File: src/rtl/and_chain_pkg.sv
// Shared definitions for the AND-chain stimulus/check engine:
// FSM state encoding, vector/error limits and the reference model.
package and_chain_pkg;

   typedef enum logic [1:0] {
      IDLE   = 2'd0,
      DRIVE  = 2'd1,
      SAMPLE = 2'd2,
      DONE   = 2'd3
   } state_t;

   localparam logic [2:0] VEC_LAST = 3'd7;
   localparam logic [3:0] ERR_MAX  = 4'd15;

   // Reference behaviour of the chain: {d, e} = {a&b, a&b&c}, vec = {a,b,c}
   function automatic logic [1:0] exp_de(input logic [2:0] vec);
      return {vec[2] & vec[1], vec[2] & vec[1] & vec[0]};
   endfunction

endpackage

File: src/rtl/and_chain_checker.sv
// Compares the sampled chain outputs against the reference model, keeps a
// saturating mismatch count and latches the first mismatching vector.
module and_chain_checker
   import and_chain_pkg::*;
(
   input  logic       clk,
   input  logic       rst,
   input  logic       clear,
   input  logic       sample,
   input  logic [2:0] vec,
   input  logic       d_i,
   input  logic       e_i,
   output logic [3:0] err_cnt,
   output logic [2:0] fail_vec
);

   logic mismatch;

   // A wrong d, a wrong e, or both, all count as a single error for the vector
   always_comb begin
      mismatch = ({d_i, e_i} != exp_de(vec));
   end

   // Error counter and first-fail latch; an empty count marks "no failure yet"
   always_ff @(posedge clk or posedge rst) begin
      if (rst) begin
         err_cnt  <= 4'd0;
         fail_vec <= 3'd0;
      end else if (clear) begin
         err_cnt  <= 4'd0;
         fail_vec <= 3'd0;
      end else if (sample && mismatch) begin
         if (err_cnt != ERR_MAX)
            err_cnt <= err_cnt + 4'd1;
         if (err_cnt == 4'd0)
            fail_vec <= vec;
      end
   end

endmodule

File: src/rtl/and_chain_exerciser.sv
// On-board exerciser for the 3-input AND chain: walks all eight {a,b,c}
// vectors NUM_PASSES times, holding each for SETTLE cycles before a
// one-cycle sample, and reports pass/fail, error count and first bad vector.
module and_chain_exerciser
   import and_chain_pkg::*;
#(
   parameter int SETTLE     = 2,
   parameter int NUM_PASSES = 1
) (
   input  logic       clk,
   input  logic       rst,
   input  logic       start,
   output logic       a_o,
   output logic       b_o,
   output logic       c_o,
   input  logic       d_i,
   input  logic       e_i,
   output logic       busy,
   output logic       done,
   output logic       pass,
   output logic [3:0] err_cnt,
   output logic [2:0] fail_vec
);

   localparam logic [3:0] SETTLE_LAST = 4'(SETTLE - 1);
   localparam logic [3:0] PASS_LAST   = 4'(NUM_PASSES - 1);

   state_t     state, state_nxt;
   logic [2:0] vec, vec_nxt;
   logic [3:0] settle_cnt, settle_nxt;
   logic [3:0] pass_cnt, pass_nxt;
   logic [2:0] stim, stim_nxt;
   logic       run_start;

   // Next-state, counter and stimulus decode
   always_comb begin
      state_nxt  = state;
      vec_nxt    = vec;
      settle_nxt = settle_cnt;
      pass_nxt   = pass_cnt;
      run_start  = 1'b0;
      case (state)
         IDLE, DONE: begin
            if (start) begin
               state_nxt  = DRIVE;
               run_start  = 1'b1;
               vec_nxt    = 3'd0;
               settle_nxt = 4'd0;
               pass_nxt   = 4'd0;
            end
         end
         DRIVE: begin
            settle_nxt = settle_cnt + 4'd1;
            if (settle_cnt == SETTLE_LAST)
               state_nxt = SAMPLE;
         end
         SAMPLE: begin
            settle_nxt = 4'd0;
            if (vec == VEC_LAST && pass_cnt == PASS_LAST) begin
               state_nxt = DONE;
            end else begin
               state_nxt = DRIVE;
               vec_nxt   = vec + 3'd1;
               if (vec == VEC_LAST)
                  pass_nxt = pass_cnt + 4'd1;
            end
         end
         default: state_nxt = IDLE;
      endcase
      // The vector stays on the chain through DRIVE and its SAMPLE cycle
      stim_nxt = (state_nxt == DRIVE || state_nxt == SAMPLE) ? vec_nxt : 3'd0;
   end

   // State, counters and registered chain inputs
   always_ff @(posedge clk or posedge rst) begin
      if (rst) begin
         state      <= IDLE;
         vec        <= 3'd0;
         settle_cnt <= 4'd0;
         pass_cnt   <= 4'd0;
         stim       <= 3'd0;
      end else begin
         state      <= state_nxt;
         vec        <= vec_nxt;
         settle_cnt <= settle_nxt;
         pass_cnt   <= pass_nxt;
         stim       <= stim_nxt;
      end
   end

   // Status outputs decoded from the state register
   always_comb begin
      busy = (state == DRIVE) || (state == SAMPLE);
      done = (state == DONE);
      pass = (state == DONE) && (err_cnt == 4'd0);
      a_o  = stim[2];
      b_o  = stim[1];
      c_o  = stim[0];
   end

   and_chain_checker u_checker (
      .clk      (clk),
      .rst      (rst),
      .clear    (run_start),
      .sample   (state == SAMPLE),
      .vec      (vec),
      .d_i      (d_i),
      .e_i      (e_i),
      .err_cnt  (err_cnt),
      .fail_vec (fail_vec)
   );

endmodule

File: config.mk
export PLATFORM = sky130hd
export DESIGN_NAME = and_chain_exerciser
export DESIGN_NICKNAME = d
export VERILOG_FILES = /design/src/rtl/and_chain_pkg.sv /design/src/rtl/and_chain_checker.sv /design/src/rtl/and_chain_exerciser.sv
export SDC_FILE = /design/constraint.sdc
export NUM_CORES = 1
export LEC_CHECK = 0
export ABC_AREA = 1
export CORE_MARGIN = 4
export CORE_UTILIZATION = 60
export CTS_BUF_LIST = sky130_fd_sc_hd__clkbuf_8
export CTS_CLUSTER_DIAMETER = 60
export CTS_CLUSTER_SIZE = 28
export DETAILED_ROUTE_END_ITERATION = 7
export GPL_TIMING_DRIVEN = 0
export PLACE_DENSITY = 0.86
export SLEW_MARGIN = 20
export SYNTH_ARGS = -nofsm -noshare
export SYNTH_HDL_FRONTEND = slang
export SYNTH_SLANG_ARGS = --single-unit
File: constraint.sdc
create_clock -name clk -period 2.9 [get_ports clk]
set_input_delay 0.58 -clock clk [delete_from_list [all_inputs] [get_ports clk]]
set_output_delay 0.58 -clock clk [all_outputs]
set_load 0.005 [all_outputs]
== After elaboration in Yosys (flattened, before gate mapping) ==
Index checks and enable logic that the tools add are counted.

* Input bits: 5
* Word-level logic and storage cells: 62
* Register bits: 23

* Bitwise gates (word level): 2
* Multiplexer cells: 21
* Equal/unequal tests: 12
* Reductions and logical operators: 16
* Add/sub/neg operators: 4

{| class="wikitable"
|+ Operators by type and width
! operator !! number
|-
| two-way mux 4 bit || 6
|-
| two-way mux 3 bit || 6
|-
| adder 4 x 1 -> 4 bit, second input constant || 3
|-
| case mux 4 bit (3 select lines) || 1
|-
| zero test 4 bit || 2
|-
| case mux 4 bit (2 select lines) || 1
|-
| nonzero test 2 bit || 4
|-
| == test 2 bit, second input constant || 3
|-
| two-way mux 2 bit || 3
|-
| inequality test 2 bit, second input constant || 3
|-
| case mux 2 bit (3 select lines) || 1
|-
| case mux 3 bit (2 select lines) || 1
|-
| == test 2 x 1 -> 1 bit, second input constant || 2
|-
| == test 4 x 1 -> 1 bit, second input constant || 1
|-
| inequality test 4 bit, second input constant || 1
|-
| AND reduction 2 bit || 2
|-
| AND reduction 4 bit || 1
|-
| adder 3 x 1 -> 3 bit, second input constant || 1
|-
| == test 3 bit, second input constant || 1
|-
| logical AND 1 bit || 3
|-
| bitwise AND 1 bit || 2
|-
| zero test 2 bit || 1
|-
| logical OR 1 bit || 2
|-
| two-way mux 1 bit || 2
|-
| other kinds (2) || 2
|}

== Longest topological paths before layout ==
* Depth after elaboration: 7
* Mapped depth: 11
* Gate-level depth less buffers: 11

== Modules after synthesis ==
From an unflattened synthesis, not the netlist that was laid out.

* Cell total of the unflattened synthesis: 161
* Area total of the unflattened synthesis: 1361.3 µm²

{| class="wikitable"
|+ Modules (own cells, without submodules)
! module !! area each (µm²) !! times used !! cells each !! sequential area each (µm²)
|-
| and_chain_exerciser || 893.4 || 1 || 102 || 400.4
|-
| and_chain_checker || 467.9 || 1 || 59 || 175.2
|}

== Worst setup path before layout ==
No wires, ideal clock.

* Path kind: reg2out
* Start point: register u_checker.err_cnt[0]
* End point: output pass
* Arrival: 0.888 ns
* Stages on the path, launching flop included: 5
* Required time: 2.320 ns
* Path slack: 1.432 ns
* Cells stage by stage: dfrtp_1 inv_1 ha_1 nand2_1 nor3b_1

* Longest elaborated chain between the ends: 2

{| class="wikitable"
|+ RTL lines
! element !! RTL line !! RTL
|-
| start, declared || and_chain_checker.sv:13 || <nowiki>output logic [3:0] err_cnt,</nowiki>
|-
| start signal, assigned || and_chain_checker.sv:34 || <nowiki>err_cnt <= err_cnt + 4'd1;</nowiki>
|-
| zero test 4 bit || and_chain_exerciser.sv:95 || <nowiki>pass = (state == DONE) && (err_cnt == 4'd0);</nowiki>
|-
| logical AND 1 bit || and_chain_exerciser.sv:95 ||
|-
| end, declared || and_chain_exerciser.sv:20 || <nowiki>output logic pass,</nowiki>
|}

No other way between the ends.

== Worst setup path after layout ==
* Start point: register state[0]
* End point: output busy

* Longest elaborated chain between the ends: 2

{| class="wikitable"
|+ RTL lines
! element !! RTL line !! RTL
|-
| start, declared || and_chain_exerciser.sv:28 || <nowiki>state_t state, state_nxt;</nowiki>
|-
| start signal, assigned || and_chain_exerciser.sv:83 || <nowiki>state <= state_nxt;</nowiki>
|-
| == test 2 x 1 -> 1 bit or == test 2 bit (tied branches) || and_chain_exerciser.sv:93 || <nowiki>busy = (state == DRIVE) || (state == SAMPLE);</nowiki>
|-
| logical OR 1 bit * || and_chain_exerciser.sv:93 ||
|-
| end, declared || and_chain_exerciser.sv:18 || <nowiki>output logic busy,</nowiki>
|}

Mark *: on every way between the ends. The rest lies on a longest branch, timed or not.

==> impl_summary.md <==
Route
For this block, the initial DRC count from the detailed router was 37. Dividing the detail-routed via count by the number of cells gives 5.238. For this run, design rule violations remaining after detail routing come to 0.

The length of the first detailed-routing pass in iterations is 4. The total detailed-routing wirelength is 2524 um. The final route contains 1100 vias.

In this run the remaining antenna-violating nets after routing total 0. After detailed routing, the average wire length per cell comes to 12.02 um.

STA
Measured against its own limit, the worst slew margin works out to 43.22%. The time the worst path needs with I/O delays and setup is 2.293 ns. The part of the cycle the worst path needs is 79.06%. In the post-route analysis, the smallest setup slack over all paths is 0.6071 ns. Setup repair after global routing left no endpoint under its margin. At the pin with the least slew margin, the transition time is 0.8508 ns.

Setup violations remaining at the end of the flow were counted as 0. The number of pins exceeding their max-slew limit in the final report is 0. The worst hold margin is 0.4788 ns. Setup total negative slack on the finished layout was measured at 0 ns. The clock arrives with 0.003511 ns of skew.

The final hold violation count came to 0. The upper clock frequency limit is 436.1 MHz.

Logic synthesis
Counting flops with an async set or reset pin after synthesis yields a share of 100.0%. The average instance in the mapped netlist occupies 8.025 um^2. Summing the sequential cell areas from Yosys gives 44.27% of the chip area. The count of flip-flops with a built-in enable after synthesis is 0. The number of different library cells used by synthesis comes to 23. After synthesis, the cell types taking the most area are sky130_fd_sc_hd__dfrtp_1 44%, sky130_fd_sc_hd__nand2_1 13%, sky130_fd_sc_hd__ha_1 11%. In this run, synthesis produced a sequential element count of 23.

Synthesis produced a netlist whose cell count is 162. The area of the mapped netlist is 1300 um^2. The share of the synthesized area in the top cell type is 44.27%. The most area-hungry cell type in the Yosys netlist is sky130_fd_sc_hd__dfrtp_1. The dominant register cell in the synthesized netlist is sky130_fd_sc_hd__dfrtp_1. The synthesized net count is 178. The count of warnings emitted by yosys is 0.

Critical path
Data arrives at the worst endpoint at 1.71 ns. The buffer and inverter count on the worst path is 3. The setup slack of the worst register-to-register path is 1.22 ns. The type of element launching the critical path is a flip-flop. On the critical path the largest part of the delay comes from buffers and inverters. The worst reg2reg path depth is 8. The highest-delay cell along the critical path is sky130_fd_sc_hd__clkdlybuf4s50_1.

The sort of element at the end of the critical path is an output port. The biggest fanout along the worst timing path is 4. The critical path is of the flip-flop to output port type. The required time of the worst setup path is 2.32 ns. The critical register-to-register path endpoint is stim[0]. The maximum single-stage delay on the critical path is 0.51 ns.

Traced cell by cell, the critical path runs through inv_1 -> ha_1 -> inv_2 -> clkdlybuf4s50_1. The launch point of the worst reg-to-reg path is state[0].

Floorplan
The area of the die is 2975 um^2. The die is 54.55 um wide. The initialized floorplan defines 16 standard-cell rows. The floorplan step defined a core boundary enclosing 2002 um^2. The I/O pin count is 18. From bottom edge to top edge, the die measures 54.55 um. Once the floorplan was initialized, standard cells occupied 64.94% of the core.

Finish
The share of the core filled with cells in the final layout is 77.38%. The area growth from synthesis to layout is 19.15%. The share of final-layout standard cells stronger than drive strength 1 is 4.372%.

The library cell used most frequently in the layout, excluding fill and tap cells, is sky130_fd_sc_hd__nand2_1. The antenna diode count is 0. Counting the fill cells in the layout gives 140. Across the whole layout, storage elements account for 575.6 um^2.

Leaving out fill and tap cells, the most frequent cells in the layout are 45 x sky130_fd_sc_hd__nand2_1, 26 x sky130_fd_sc_hd__inv_1, 23 x sky130_fd_sc_hd__dfrtp_1. The final layout contains 200 nets. The multi-input combinational cells in the finished layout cover a total of 623.1 um^2.

Hold path
Along the worst hold path, the cell count comes to 1. For hold timing, the worst endpoint is settle_cnt[3]. The worst hold path class is flip-flop to flip-flop. The launch point of the worst hold path is settle_cnt[3].

Placed design
The count of buffers from port buffering is 17. Routability-driven placement finished with a final weighted congestion of 0.7711. At the placement stage, the worst setup path has a slack of 0.8962 ns. Once detailed placement completed, the half-perimeter wirelength came to 1845 um.

Global route
The global-route total usage across every layer is 20.12%. The number of global-route vias before repair is 1048. The overflow left after global routing is 0.

The initial antenna violation count is 0. The global-route wire length before repair is 4284 um. Entering global routing, the biggest net connects 24 pins.

Power
The highest ir drop seen on vdd is 0.5138 mV. The power density over the cells is 544.3 nW/um^2. The leakage power summed over all cells is 0.8354 nW.

Run status
The flow ran to the end, and the final reports show no timing, DRC or antenna violations.

Flow run
Across the run, the number of max-cap violations was 0.

CTS
The number of gates given a new drive strength after cts is 0. The tree is rooted in a sky130_fd_sc_hd__clkbuf_8. For this design, the sink count on the clock tree is 23. No sink is reached through more buffers than the 2 on the longest clock path.

The TritonCTS clock tree is yes. Clock latency on the worst-skew pair, taken at its later pin, is 0.26 ns. The total CTS buffers is 3. The clock-pin slew of the registers on the worst-case setup and hold paths is 0.08 ns.

In this run the number of H-tree levels came out at 1. The count of hold buffers inserted by post-cts repair is 0. In this run the post-CTS setup repair buffer count came out at 0.
[routing by layer]
| layer | global-route usage (%) | routed length (um) | up-vias |
|---|---|---|---|
| met4 | 9.959 | 36 | 0 |
| met5 | 0 | 0 | - |
| met2 | 32.87 | 1200 | 27 |
| met1 | 25.82 | 1177 | 510 |
| li1 | - | - | 558 |
| met3 | 2.997 | 109 | 5 |
[registers in the layout, summed over array words and instances (netlist names)]
name,count
pass_cnt,4
settle_cnt,4
u_checker.err_cnt,4
stim,3
u_checker.fail_vec,3
vec,3
state,2
[worst max-delay path by stage]
stage | startpoint | endpoint | slack, ns | depth (start not counted)
finish | state[0] | busy | 0.61 | 4
global route | u_checker.err_cnt[0] | pass | 0.51 | 5
CTS | state[0] | busy | 0.61 | 4
detailed placement | u_checker.err_cnt[0] | pass | 0.90 | 5
global placement | u_checker.err_cnt[0] | pass | 0.92 | 5
floorplan | u_checker.err_cnt[0] | pass | 1.43 | 4
[cells in the mapped netlist (2+ instances only)]
library cell              count
sky130_fd_sc_hd__nand2_1     45
sky130_fd_sc_hd__o21ai_0      5
sky130_fd_sc_hd__o22ai_1      2
sky130_fd_sc_hd__dfrtp_1     23
sky130_fd_sc_hd__a21oi_1      4
sky130_fd_sc_hd__nor2_1      17
sky130_fd_sc_hd__nand3_1      8
sky130_fd_sc_hd__o31ai_1      2
sky130_fd_sc_hd__xor2_1       3
sky130_fd_sc_hd__ha_1        11
sky130_fd_sc_hd__nand4_1      6
sky130_fd_sc_hd__inv_1       25
[logic make-up after synthesis]
family / count (synthesis) / synth area share (%)
flops: 23 / 44.27
buf+inv: 27 / 7.795
compound gates: 15 / 7.218
xor+xnor: 4 / 2.695
simple gates: 82 / 27.43
fa+ha+maj: 11 / 10.59
[metrics by stage]
step	cells	cell area, um^2	total power, mW
3_5_place_dp	206	1504	0.6584
5_1_grt	210	1549	0.8935
6_report	210	1549	0.8432
2_1_floorplan	162	1300	0.5301
4_1_cts	210	1549	0.8462
3_3_place_gp	206	1504	0.6456
[area by class of cell]
type	count	share of cell area (%)
Clock inverter	1	0.2423
Buffer	1	0.2423
Sequential cell	23	37.16
Inverter	26	6.300
Tap cell	27	2.181
Timing Repair Buffer	17	10.99
Multi-Input combinational cell	112	40.23
Clock buffer	3	2.666
[power by group]
group / leakage [nW] / internal, mW / switching, mW / total [mW]
Clock: 0.0269 / 0.0944 / 0.0967 / 0.191
Sequential: 0.269 / 0.366 / 0.0384 / 0.405
Combinational: 0.539 / 0.133 / 0.114 / 0.247
Total: 0.835 / 0.594 / 0.249 / 0.843
No activity file was read; power rests on OpenSTA's default activity.
